--- config.mk ---
export PLATFORM = sky130hd
export DESIGN_NAME = lc3_mem_arbiter
export DESIGN_NICKNAME = d
export VERILOG_FILES = /design/src/rtl/lc3_mem_arbiter.sv
export SDC_FILE = /design/constraint.sdc
export NUM_CORES = 1
export LEC_CHECK = 0
export ABC_AREA = 1
export CAP_MARGIN = 20
export CORE_MARGIN = 3
export CORE_UTILIZATION = 39
export CTS_BUF_LIST = sky130_fd_sc_hd__clkbuf_8
export DETAILED_ROUTE_END_ITERATION = 16
export PLACE_DENSITY = 0.91
export SETUP_SLACK_MARGIN = 0.3
export SLEW_MARGIN = 0
export SYNTH_ARGS = -nofsm -noshare
export SYNTH_HDL_FRONTEND = slang
export SYNTH_SLANG_ARGS = --single-unit
--- constraint.sdc ---
create_clock -name clk -period 1.8 [get_ports clk]
set_clock_uncertainty 0.2 [all_clocks]
set_input_delay 0.45 -clock clk [delete_from_list [all_inputs] [get_ports clk]]
set_output_delay 0.45 -clock clk [all_outputs]
set_load 0.02 [all_outputs]
--- src/rtl/lc3_mem_arbiter.sv ---
// rtl/lc3_mem_arbiter.sv - two-requester req/ack arbiter in front of the single-port LC3 memory
module lc3_mem_arbiter #(
    parameter int WIDTH       = 16,
    parameter int ADDR_WIDTH  = 16,
    parameter int WAIT_CYCLES = 1
) (
    input  logic                  clk,
    input  logic                  rst,
    input  logic                  r0_req,
    input  logic                  r0_we,
    input  logic [ADDR_WIDTH-1:0] r0_addr,
    input  logic [WIDTH-1:0]      r0_wdata,
    output logic                  r0_ack,
    output logic [WIDTH-1:0]      r0_rdata,
    input  logic                  r1_req,
    input  logic                  r1_we,
    input  logic [ADDR_WIDTH-1:0] r1_addr,
    input  logic [WIDTH-1:0]      r1_wdata,
    output logic                  r1_ack,
    output logic [WIDTH-1:0]      r1_rdata,
    output logic [ADDR_WIDTH-1:0] mem_addr,
    output logic [WIDTH-1:0]      mem_wdata,
    output logic                  mem_we,
    input  logic [WIDTH-1:0]      mem_rdata,
    output logic                  busy
);

    typedef enum logic [1:0] {
        IDLE   = 2'd0,
        ACCESS = 2'd1,
        RESP   = 2'd2
    } state_t;

    // Counter reload: ACCESS lasts cnt+1 cycles, ending on cnt==0.
    localparam logic [3:0] CNT_LOAD = 4'(WAIT_CYCLES - 1);
    // With a single ACCESS cycle the write strobe is raised straight out of IDLE.
    localparam logic       WE_ON_ENTRY = (WAIT_CYCLES == 1);

    state_t                state_q, state_d;
    logic [3:0]            cnt_q, cnt_d;
    logic                  owner_q, owner_d;
    logic                  prio_q, prio_d;
    logic [ADDR_WIDTH-1:0] addr_q, addr_d;
    logic                  we_q, we_d;
    logic [WIDTH-1:0]      wdata_q, wdata_d;
    logic [WIDTH-1:0]      rdata_q, rdata_d;
    logic                  mem_we_q, mem_we_d;
    logic                  r0_ack_q, r0_ack_d;
    logic                  r1_ack_q, r1_ack_d;
    logic                  busy_q, busy_d;
    logic                  grant;

    // Next-state logic: arbitration, countdown, and registered-output precompute.
    always_comb begin
        state_d  = state_q;
        cnt_d    = cnt_q;
        owner_d  = owner_q;
        prio_d   = prio_q;
        addr_d   = addr_q;
        we_d     = we_q;
        wdata_d  = wdata_q;
        rdata_d  = rdata_q;
        mem_we_d = 1'b0;
        r0_ack_d = 1'b0;
        r1_ack_d = 1'b0;
        // Lone requester wins; on a tie the prio holder wins.
        grant    = (r0_req && r1_req) ? prio_q : r1_req;
        case (state_q)
            IDLE: begin
                if (r0_req || r1_req) begin
                    owner_d  = grant;
                    addr_d   = grant ? r1_addr  : r0_addr;
                    we_d     = grant ? r1_we    : r0_we;
                    wdata_d  = grant ? r1_wdata : r0_wdata;
                    cnt_d    = CNT_LOAD;
                    mem_we_d = WE_ON_ENTRY & (grant ? r1_we : r0_we);
                    state_d  = ACCESS;
                end
            end
            ACCESS: begin
                if (cnt_q == 4'd0) begin
                    // Final cycle: memory read data is sampled on the same edge
                    // that commits the write, so writes return the old contents.
                    rdata_d  = mem_rdata;
                    r0_ack_d = ~owner_q;
                    r1_ack_d = owner_q;
                    state_d  = RESP;
                end else begin
                    cnt_d    = cnt_q - 4'd1;
                    mem_we_d = (cnt_q == 4'd1) & we_q;
                end
            end
            RESP: begin
                prio_d  = ~owner_q;
                state_d = IDLE;
            end
            default: state_d = IDLE;
        endcase
        busy_d = (state_d != IDLE);
    end

    // State and registered outputs; reset abandons any in-flight access at once.
    always_ff @(posedge clk or negedge rst) begin
        if (!rst) begin
            state_q  <= IDLE;
            cnt_q    <= 4'd0;
            owner_q  <= 1'b0;
            prio_q   <= 1'b0;
            addr_q   <= '0;
            we_q     <= 1'b0;
            wdata_q  <= '0;
            rdata_q  <= '0;
            mem_we_q <= 1'b0;
            r0_ack_q <= 1'b0;
            r1_ack_q <= 1'b0;
            busy_q   <= 1'b0;
        end else begin
            state_q  <= state_d;
            cnt_q    <= cnt_d;
            owner_q  <= owner_d;
            prio_q   <= prio_d;
            addr_q   <= addr_d;
            we_q     <= we_d;
            wdata_q  <= wdata_d;
            rdata_q  <= rdata_d;
            mem_we_q <= mem_we_d;
            r0_ack_q <= r0_ack_d;
            r1_ack_q <= r1_ack_d;
            busy_q   <= busy_d;
        end
    end

    assign r0_ack    = r0_ack_q;
    assign r1_ack    = r1_ack_q;
    assign r0_rdata  = rdata_q;
    assign r1_rdata  = rdata_q;
    assign mem_addr  = addr_q;
    assign mem_wdata = wdata_q;
    assign mem_we    = mem_we_q;
    assign busy      = busy_q;

endmodule

## Yosys cells after proc, flatten, opt, wreduce, memory -nomap -nowiden

Cells that the tools add are included.

| cells by class | value |
|---|---|
| add/sub/neg operators | 1 |
| equal/unequal tests | 5 |
| multiplexer cells | 17 |
| bitwise gates (word level) | 2 |
| reduce and logical (&&, ||, !) cells | 9 |

Operators with widths:

| kind | number |
|---|---|
| $mux W16 | 2 |
| $mux W1 | 8 |
| $mux W4 | 2 |
| $pmux W4 S2 | 1 |
| $eq A4 B1 Y1 const B | 1 |
| $logic_not A4 Y1 | 1 |
| $mux W2 | 2 |
| $ne A2 B2 Y1 const B | 2 |
| $pmux W2 S2 | 1 |
| $reduce_and A2 Y1 | 2 |
| $reduce_bool A2 Y1 | 2 |
| $sub A4 B1 Y4 const B | 1 |
| $reduce_and A3 Y1 | 1 |
| $eq A2 B1 Y1 const B | 1 |
| $eq A2 B2 Y1 const B | 1 |
| $logic_not A2 Y1 | 1 |
| $pmux W1 S2 | 1 |
| $and A1 B1 Y1 | 1 |
| $logic_and A1 B1 Y1 | 1 |
| $logic_or A1 B1 Y1 | 1 |
| $not A1 Y1 | 1 |

| storage, ports and cells | value |
|---|---|
| flip-flop bits (word level) | 61 |
| input port bits | 86 |
| output and inout port bits | 68 |
| logic and storage cells | 46 |

## Depth between registers and ports, before layout

Gate-level depths: netlist of run 1.

| depth | value |
|---|---|
| word-level depth | 5 |
| gate-level depth with buffers | 9 |
| gate-level depth less buffers | 8 |

## Worst setup path after synthesis of run 1

OpenSTA, ideal clock, no wires.

| timing path | value |
|---|---|
| path kind | register -> register |
| from | register cnt_q[0] |
| to | register rdata_q[1] (netlist: r0_rdata[1]) |
| library setup time | 0.116 ns |
| arrival time | 1.239 ns |
| required time | 1.484 ns |
| slack | 0.245 ns |
| stages on the path, launching flop included | 9 |
| path buffers | 1 |
| period minus slack after synthesis | 1.555 ns |
| path through | dfrtp_1 inv_1 ha_1 inv_1 nor2_2 nand2_2 buf_2 nand2_1 nand2_1 |

| between the ends | value |
|---|---|
| longest elaborated chain between the ends | 2 |

Ends and longest elaborated chain:

| element | line | RTL |
|---|---|---|
| from (decl) | 40 | `logic [3:0] cnt_q, cnt_d;` |
| from (signal assigned) | 119 | `cnt_q <= cnt_d;` |
| $logic_not A4 Y1 | 81 | `if (cnt_q == 4'd0) begin` |
| $reduce_and A2 Y1 (no source line) | -- |  |
| to (signal assigned) | 125 | `rdata_q <= rdata_d;` |
| to (decl) | 46 | `logic [WIDTH-1:0] rdata_q, rdata_d;` |

Every way passes these cells.
A chain may end at the register's enable or synchronous reset.

## Worst setup path in the final report of run 1

| timing path | value |
|---|---|
| from | register rdata_q[7] (netlist: r0_rdata[7]) |
| to | output r0_rdata[7] |

RTL lines:

| element | line | RTL |
|---|---|---|
| to (decl) | 14 | `output logic [WIDTH-1:0] r0_rdata,` |

No word-level cell between the ends.

==> results of run 1 <==
-- power groups by stage --
stage	Clock, W	Sequential [W]	Combinational (W)
after CTS	0.00112	0.00255	0.00497
after floorplan	0	0.00308	0.00186
after global routing	0.00118	0.00268	0.00568
final	0.00109	0.00260	0.00532
after global placement	0	0.00241	0.00432
after detailed placement	0	0.00243	0.00445
-- cells in the final DEF (no fill, tap or decap) --
cell and count:
sky130_fd_sc_hd__buf_6 75, sky130_fd_sc_hd__dlygate4sd2_1 2, sky130_fd_sc_hd__o21ai_0 2, sky130_fd_sc_hd__o22ai_1 1, sky130_fd_sc_hd__nor2_4 3, sky130_fd_sc_hd__ha_1 1, sky130_fd_sc_hd__dfrtp_2 1, sky130_fd_sc_hd__nand2_1 48
sky130_fd_sc_hd__a31oi_1 1, sky130_fd_sc_hd__nand2_4 1, sky130_fd_sc_hd__buf_12 4, sky130_fd_sc_hd__buf_4 41, sky130_fd_sc_hd__a21oi_1 53, sky130_fd_sc_hd__clkinv_2 1, sky130_fd_sc_hd__o21ai_1 2, sky130_fd_sc_hd__nand2_2 17
sky130_fd_sc_hd__dlygate4sd3_1 1, sky130_fd_sc_hd__nor2_1 39, sky130_fd_sc_hd__inv_2 4, sky130_fd_sc_hd__o21ai_4 1, sky130_fd_sc_hd__inv_1 7, sky130_fd_sc_hd__buf_2 1, sky130_fd_sc_hd__inv_8 1, sky130_fd_sc_hd__clkbuf_8 12
sky130_fd_sc_hd__ha_4 1, sky130_fd_sc_hd__nand3_1 35, sky130_fd_sc_hd__nand4_1 2, sky130_fd_sc_hd__dfrtp_1 60, sky130_fd_sc_hd__clkdlybuf4s50_1 82, sky130_fd_sc_hd__a21oi_2 13, sky130_fd_sc_hd__inv_4 1
-- layer usage --
| layer | wire (um) | vias up | part of all wire (%) | track usage, % |
|---|---|---|---|---|
| met1 | 3905 | 1442 | 38 | 26.85 |
| met2 | 5062 | 165 | 50 | 38.10 |
| li1 | - | 1425 | - | - |
| met3 | 1003 | 20 | 9.9 | 7.137 |
| met4 | 201 | 0 | 2.0 | 10.40 |
| met5 | 0 | - | 0 | 0 |
-- registers in the layout, summed over array words and instances (netlist names) --
name and cells:
busy 1, cnt_q 4, mem_addr 16, mem_wdata 16
mem_we 1, owner_q 1, prio_q 1, r0_ack 1
r0_rdata 16, r1_ack 1, state_q 2, we_q 1
-- cells by family (layout without fill, tap and decap cells) --
kind of cell | Yosys count | after routing | synth area share (%)
AND/OR/NAND/NOR | 145 | 145 | 21.43
AO/OA/AOI/OAI | 73 | 73 | 14.37
flip-flops | 61 | 61 | 53.14
buffers and inverters | 46 | 232 | 10.19
adder cells (fa/ha/maj) | 2 | 2 | 0.8709
-- cell type report --
cell class	instances	area, um2
Sequential cell	61	1528
Timing Repair Buffer	206	2086
Multi-Input combinational cell	220	1131
Clock buffer	12	165.2
Clock inverter	3	12.51
Fill cell	499	1888
Tap cell	96	120.1
Inverter	11	51.30
-- what timing repair did --
action | 4_1_cts | 5_1_grt
setup endpoints to repair | 122 | 107
hold endpoints to repair | 61 | 0
pin swaps | 3 | 12
resized for setup | 418 | 28
buffers inserted | 21 | 13
hold buffers | 1 | 0
cloned | 1 | 0
-- through the flow --
stage                     setup TNS, ns  setup WS (ns)
after floorplan                       0         0.3102
after global placement           -3.794        -0.1276
after detailed placement         -4.939        -0.1852
after CTS                             0         0.2084
after global routing                  0         0.1943
final                                 0         0.2302
-- path summary, 6_finish.rpt --
kind                       cells after the start       endpoint  slack [ns]         from
setup / recovery                               1    r0_rdata[7]        0.23  r0_rdata[7]
setup reg to reg                               8    r0_rdata[3]        0.29     cnt_q[0]
max in group asynchronous                      3   mem_wdata[7]        0.54          rst
min in group asynchronous                      3  mem_wdata[12]        0.49          rst
hold reg to reg                                1         r0_ack        0.30      owner_q
hold / removal                                 1         r0_ack        0.30      owner_q
==> summary.txt, run 1 <==
==============================================================================
Clock period minus worst slack ..................................     1.570 ns
Kind of capture point of the worst setup path ...................   output pin
Reported net switching power ....................................   0.003741 W
Synth warn ......................................................            0
Max-Cap Viols ...................................................            0
Post-synthesis cell type count ..................................           24
WP data required ................................................      1.15 ns
Leakage .........................................................     2.383 nW
Vias in the first global route ..................................         3154
Power, Total ....................................................   0.009022 W
P per Cell Area .................................................  1771 mW/mm2
Proportion of netlist area held by the largest area contributor .       53.14%
Layout cells sized above 1 ......................................       34.50%
Insertion delay to the later sink of the worst-skew pair ........      0.33 ns
EDFF count, synth ...............................................            0
Average detailed-routed wire length per instance ................     16.70 um
Antenna violations before repair ................................            0
Top achievable clock speed ......................................    637.0 MHz
CTS tree ........................................................         done
Num CTS Buffers .................................................            9
Dominant register cell in the synthesized netlist ............... sky130_fd_sc_hd__dfrtp_1
Worst path buffer plus inverter count ...........................            1
Tightest hold margin ............................................    0.3016 ns
Gr usage total ..................................................       22.82%
Deepest level of the CTS H-tree .................................            3
Cell Rows .......................................................           30
Net Sw Frac .....................................................       41.46%
Longest Clk Path Bufs ...........................................            2
P&R area growth vs syn ..........................................       77.31%
Instance count of the mapped netlist ............................          327
Flop pwr share ..................................................        28.9%
Layout Utilization ..............................................       72.96%
Wire length of the first global-routing pass ....................     15230 um
Largest stage delay on the critical path ........................      0.43 ns
Floorplan die width .............................................     91.83 um
Setup repair after global routing missed its margin .............         true
Proportion of synthesized chip area in sequential cells .........       53.14%
Largest area contributor in the synthesized netlist ............. sky130_fd_sc_hd__dfrtp_1
Clock transition at path regs ...................................      0.07 ns
Slew HR .........................................................       69.99%
Post-route antenna net violation count ..........................            0
Relative contribution of the clock network to total power .......        12.1%
Overflow after GRT ..............................................            0
Total count of max-transition violations in the final report ....            0
Type of the worst setup path ....................................      reg2out
CP Cell Sequence ................................................        buf_6
DRC violation count after routing ...............................            0
Top-count cell post-synth ....................................... sky130_fd_sc_hd__nand2_1
Standard cell with the maximum stage delay on the critical path . sky130_fd_sc_hd__dfrtp_1
Internal power ..................................................   0.005282 W
Sinks on the clock net ..........................................           61
Status ..........................................................    completed
Fin. Hold Viols .................................................            0
Standard cell core area ......................................... 0.006982 mm2
FFs w/ async S/R, synth .........................................       100.0%
Tcrit/Tclk final ................................................       87.21%
Commonest cells in the netlist .................................. sky130_fd_sc_hd__nand2_1 (62), sky130_fd_sc_hd__dfrtp_1 (61), sky130_fd_sc_hd__a21oi_1 (57)
Actual slew at the worst max-slew pin ...........................    0.4502 ns
Fin nets ........................................................          597
Post-layout instance area ....................................... 0.005094 mm2
Cell area after synthesis ....................................... 0.002873 mm2
Final GP Congestion .............................................       0.7700
Hold WC Path Type ...............................................      reg2reg
Pre-antenna DRT Iters ...........................................            4
Pin count of the biggest net entering global routing ............           36
Synth Net Count .................................................          415
Worst path arrival time .........................................      0.92 ns
Share of power burned in combinational logic ....................        59.0%
Area of the die ................................................. 0.008432 mm2
HPWL after DPL ..................................................      6438 um
Top delay family on crit path ...................................   flip-flops
Final antenna diode count .......................................            0
Die Ht ..........................................................     91.83 um
Cell Area, Placed ............................................... 0.004456 mm2
Cell at the root of the clock tree .............................. sky130_fd_sc_hd__clkbuf_8
DRC violation total after the first TritonRoute iteration .......          149
Final wirelength ................................................     10170 um
Worst Path Max Fanout ...........................................            3
Post-synthesis average cell area ................................    8.785 um2
IO Port Bufs ....................................................          153
Largest cells by area after synthesis ........................... sky130_fd_sc_hd__dfrtp_1 (53%), sky130_fd_sc_hd__a21oi_1 (9.9%), sky130_fd_sc_hd__nand2_1 (8.1%)
Startpoint class of the critical path ...........................    flip-flop
Via count .......................................................         3052
Initial Util ....................................................       41.15%
Number of synthesized register bits .............................           61
Number of setup violations in the final report ..................            0
Non-Filler Instances ............................................          609
Post-DR vias/cell ...............................................        5.011
Placed cells ....................................................          558
I/O pin total ...................................................          154
Worst supply voltage drop on vdd ................................    0.9609 mV
==============================================================================
(Power assumes the default switching activity.)
==> inputs of run 2 (changes only) <==
--- a/config.mk
+++ b/config.mk
@@ -13,6 +13,7 @@
 export DETAILED_ROUTE_END_ITERATION = 16
 export PLACE_DENSITY = 0.91
 export SETUP_SLACK_MARGIN = 0.3
+export SKIP_CTS_REPAIR_TIMING = 1
 export SLEW_MARGIN = 0
 export SYNTH_ARGS = -nofsm -noshare
 export SYNTH_HDL_FRONTEND = slang
==> summary.txt, run 2 (same netlist as run 1, synthesis figures left out) <==
==============================================================================
Status ..........................................................    completed   unchanged
Pre-antenna DRT Iters ...........................................            4   unchanged
Post-DR vias/cell ...............................................        4.969   was 5.011
Die Ht ..........................................................     91.83 um   unchanged
Gr usage total ..................................................       20.55%   was 22.82%
Number of setup violations in the final report ..................            0   unchanged
DRC violation total after the first TritonRoute iteration .......          167   was 149
Deepest level of the CTS H-tree .................................            3   unchanged
Sequential cell area ............................................ 0.001528 mm2   unchanged
CTS tree ........................................................         done   unchanged
P&R area growth vs syn ..........................................       73.21%   was 77.31%
Longest Clk Path Bufs ...........................................            2   unchanged
Overflow after GRT ..............................................            0   unchanged
Cell Rows .......................................................           30   unchanged
Top delay family on crit path ...................................   flip-flops   unchanged
CP Cell Sequence ................................................        buf_2   was buf_6
Placed cells ....................................................          558   unchanged
Fin. Hold Viols .................................................            0   unchanged
Wire length of the first global-routing pass ....................     13800 um   was 15230 um
Via count .......................................................         3016   was 3052
Max-Cap Viols ...................................................            0   unchanged
P per Cell Area .................................................  1732 mW/mm2   was 1771 mW/mm2
Worst Setup Slack, final ........................................    0.2445 ns   was 0.2302 ns
DRC violation count after routing ...............................            0   unchanged
I/O pin total ...................................................          154   unchanged
Top achievable clock speed ......................................    642.9 MHz   was 637.0 MHz
Area of the die ................................................. 0.008432 mm2   unchanged
Kind of capture point of the worst setup path ...................   output pin   unchanged
Layout Utilization ..............................................       71.27%   was 72.96%
Largest stage delay on the critical path ........................      0.41 ns   was 0.43 ns
Standard cell core area ......................................... 0.006982 mm2   unchanged
Clock period minus worst slack ..................................     1.555 ns   was 1.570 ns
Antenna violations before repair ................................            0   unchanged
Final antenna diode count .......................................            0   unchanged
Fin nets ........................................................          595   was 597
Worst path arrival time .........................................      0.91 ns   was 0.92 ns
Final GP Congestion .............................................       0.7700   unchanged
Fill cell instance count of the final layout ....................          520   was 499
HPWL after DPL ..................................................      6438 um   unchanged
Leakage .........................................................     2.362 nW   was 2.383 nW
Power, Total ....................................................   0.008616 W   was 0.009022 W
Vias in the first global route ..................................         2937   was 3154
Type of the worst setup path ....................................      reg2out   unchanged
Post-placement worst setup slack ................................   -0.1852 ns   unchanged
Insertion delay to the later sink of the worst-skew pair ........      0.33 ns   about the same
Layout cells sized above 1 ......................................       31.51%   was 34.50%
Startpoint class of the critical path ...........................    flip-flop   unchanged
Worst supply voltage drop on vdd ................................     1.056 mV   was 0.9609 mV
Worst path buffer plus inverter count ...........................            1   unchanged
Slew HR .........................................................       70.35%   was 69.99%
Total count of max-transition violations in the final report ....            0   unchanged
Sinks on the clock net ..........................................           61   unchanged
Top library cells by usage in the layout, fill and taps aside ... sky130_fd_sc_hd__clkdlybuf4s50_1 (82), sky130_fd_sc_hd__nand2_1 (60), sky130_fd_sc_hd__dfrtp_1 (60), sky130_fd_sc_hd__a21oi_1 (56), sky130_fd_sc_hd__buf_6 (54)   was sky130_fd_sc_hd__clkdlybuf4s50_1 (82), sky130_fd_sc_hd__buf_6 (75), sky130_fd_sc_hd__dfrtp_1 (60), sky130_fd_sc_hd__a21oi_1 (53), sky130_fd_sc_hd__nand2_1 (48)
Non-Filler Instances ............................................          607   was 609
Floorplan die width .............................................     91.83 um   unchanged
Hold WC Path Type ...............................................      reg2reg   unchanged
Setup repair after global routing missed its margin .............         true   unchanged
Post-route antenna net violation count ..........................            0   unchanged
Cell at the root of the clock tree .............................. sky130_fd_sc_hd__clkbuf_8   unchanged
Clock transition at path regs ...................................      0.06 ns   was 0.07 ns
Average detailed-routed wire length per instance ................     16.11 um   was 16.70 um
Initial Util ....................................................       41.15%   unchanged
Num CTS Buffers .................................................            9   unchanged
IO Port Bufs ....................................................          153   unchanged
Total negative slack ............................................         0 ns   unchanged
Most common cell after layout, fill and taps aside .............. sky130_fd_sc_hd__clkdlybuf4s50_1   unchanged
Pin count of the biggest net entering global routing ............           36   unchanged
Area used by multi-input combinational logic .................... 0.001135 mm2   was 0.001131 mm2
Final wirelength ................................................      9778 um   was 10170 um
WP data required ................................................      1.15 ns   about the same
Tcrit/Tclk final ................................................       86.41%   was 87.21%
Worst Path Max Fanout ...........................................            3   unchanged
Standard cell with the maximum stage delay on the critical path . sky130_fd_sc_hd__dfrtp_1   unchanged
Actual slew at the worst max-slew pin ...........................    0.4448 ns   was 0.4502 ns
==============================================================================
run 2: path summary, 6_finish.rpt:
kind / start / end / slack [ns] / cells past startpoint
setup / recovery: r0_rdata[10] / r1_rdata[10] / 0.24 / 1
hold / removal: r0_rdata[9] / r0_rdata[9] / 0.30 / 2
min in group asynchronous: rst / mem_wdata[1] / 0.53 / 3
setup reg to reg: cnt_q[0] / r0_rdata[3] / 0.29 / 8
max in group asynchronous: rst / mem_wdata[4] / 0.51 / 3
hold reg to reg: r0_rdata[9] / r0_rdata[9] / 0.30 / 2
run 2: report_power, final:
| part | switching (W) | internal, W | leakage, nW |
|---|---|---|---|
| Combinational | 0.00257 | 0.00241 | 1.54 |
| Clock | 0.000495 | 0.000593 | 0.101 |
| Sequential | 0.000534 | 0.00201 | 0.722 |
| Total | 0.00360 | 0.00502 | 2.36 |
run 2: area by class of cell:
type | instances | share of cell area, %
clock buffers | 12 | 3.319
multi-input cells | 223 | 22.81
flip-flops and latches | 61 | 30.70
well taps | 96 | 2.414
clock inverters | 3 | 0.2514
inverters | 11 | 1.081
repair buffers | 201 | 39.43
run 2: metrics by stage:
step,hold WS [ns],instance area (um2)
3_3_place_gp,0.2689,4456
2_1_floorplan,-0.04559,2887
6_report,0.3027,4976
4_1_cts,-0.07774,4633
5_1_grt,0.3368,4976
3_5_place_dp,0.2840,4456
run 2: per-layer routing:
layer,share of wire [%],vias to the layer above,global-route usage (%)
met1,39,1418,25.37
met3,9.5,10,5.906
met4,1.2,0,9.530
met2,50,162,33.23
li1,-,1426,-
met5,0,-,0
==> inputs of run 3 (changes only) <==
--- a/config.mk
+++ b/config.mk
@@ -13,7 +13,6 @@
 export DETAILED_ROUTE_END_ITERATION = 16
 export PLACE_DENSITY = 0.91
 export SETUP_SLACK_MARGIN = 0.3
-export SKIP_CTS_REPAIR_TIMING = 1
 export SLEW_MARGIN = 0
 export SYNTH_ARGS = -nofsm -noshare
 export SYNTH_HDL_FRONTEND = slang
==> results of run 3 <==
No change in the layout: final DEF, timing and power equal those of run 1.
==> RTL edit, RTL diff (settings of run 1) <==
The parameter `ADDR_WIDTH` goes from 16 to 14.
--- a/src/rtl/lc3_mem_arbiter.sv
+++ b/src/rtl/lc3_mem_arbiter.sv
@@ -1,7 +1,7 @@
 // rtl/lc3_mem_arbiter.sv - two-requester req/ack arbiter in front of the single-port LC3 memory
 module lc3_mem_arbiter #(
     parameter int WIDTH       = 16,
-    parameter int ADDR_WIDTH  = 16,
+    parameter int ADDR_WIDTH  = 14,
     parameter int WAIT_CYCLES = 1
 ) (
     input  logic                  clk,
Interface: changed (resized mem_addr, r0_addr and r1_addr); port bits go from 154 to 148. The function was not compared with the original's and may differ.
==> RTL edit against run 1 <==
Final area fell by 0.64%; count of clock-buffer cells in the layout fell by 2; clock power rose by 26%; highest routed layer unchanged; sequential cell count fell by 2; via count fell by 2.9%; sequential share of layout area fell by 0.80 points; routed wire length fell by 6.4%; sequential power fell by 5%; worst setup slack got worse by 2.1 ps; synthesized area rose by 1.8%; total power barely moved.
==> RTL edit: results (changes against run 1) <==
* Antenna violations before repair at 1 (+1)
* Final net count at 569 (-4.7%)
* Dpl cells at 540 (-3.2%)
* Largest net degree at the start of global routing at 60 (+67%)
* Sequential area share after synthesis at 0.505 (-0.0267)
* Grt met2 use at 0.388 (+0.00691)
* Met3 Track Usage GR at 0.0601 (-0.0113)
* Status: completed
* Non-clk bufs at 192 (-6.8%)
* DR WL met3 at 839 um (-16%)
* Count of input and output buffers at 147 (-3.9%)
* Fraction of area in multi-input gates at 0.237 (+0.0148)
* Pleak at 2.31 nW (-3.1%)
* Initial detailed-routing violation count at 190 (+28%)
* Worst-margin pin slew at 325 ps (-125 ps)
* Gr usage total at 0.218 (-0.00980)
* Share of layout cells above drive strength 1 at 0.398 (+0.0529)
* N_diodes at 1 (+1)
* Worst Reg2Reg Path Length in Cells at 7 (-1)
* Pint at 5.32 mW (+0.80%)
* Worst hold path depth at 2 (+1)
* Area contributors post-synth: dfrtp_1 50%, a21oi_2 15%, nand2_1 8.2%
* Layout Cells excl Fill at 587 (-3.6%)
* Met1 GRT Util at 0.241 (-0.0272)
* DP Wirelength at 6.44 mm (about the same)
* Seq cells post-synth at 59 (-3.3%)
* DP Worst Slack at -189 ps (-3.82 ps)
-- RTL edit: changes by cell type after synthesis, sizes merged --
| cell | before | now |
|---|---|---|
| a21oi | 66 | 62 |
| buf | 32 | 29 |
| clkbuf | 3 | 6 |
| dfrtp | 61 | 59 |
| nand3 | 35 | 33 |
| nor2 | 42 | 40 |
-- RTL edit: path summary, 6_finish.rpt --
kind | slack (ps) | end | startpoint
max in group asynchronous | 660 | state_q[1] | rst
worst max register to register | 300 | cnt_q[1] | cnt_q[1]
worst max-delay path | 230 | r1_rdata[0] | r0_rdata[0]
worst min-delay path | 300 | we_q | we_q
min in group asynchronous | 440 | r0_rdata[15] | rst
worst min register to register | 300 | we_q | we_q
-- RTL edit: repair_timing --
action / 4_1_cts / 5_1_grt
gates resized for setup: 402 / 8
hold buffers: 1 / 0
endpoints found under the setup margin: 118 / 112
pin swaps: 3 / 5
cloned: 0 / 1
hold endpoints to repair: 59 / 0
setup buffers: 16 / 12
-- RTL edit: logic make-up (layout without fill, tap and decap cells) --
kind of cell | after synthesis | count (layout) | synth area share
other | 0 | 1 | 0
buffers and inverters | 46 | 219 | 0.102
AOI/OAI and AO/OA | 69 | 69 | 0.183
adders and majority gates | 2 | 2 | 0.00855
DFF | 59 | 59 | 0.505
and+or+nand+nor | 141 | 141 | 0.202
-- RTL edit: power by group through the flow --
| stage | Sequential (mW) | Combinational [mW] | Clock (mW) |
|---|---|---|---|
| 2_1_floorplan | 2.97 | 2.02 | 0 |
| 3_3_place_gp | 2.31 | 4.40 | 0 |
| 3_5_place_dp | 2.35 | 4.52 | 0 |
| 4_1_cts | 2.46 | 4.93 | 1.39 |
| 5_1_grt | 2.55 | 5.51 | 1.47 |
| 6_report | 2.48 | 5.17 | 1.37 |
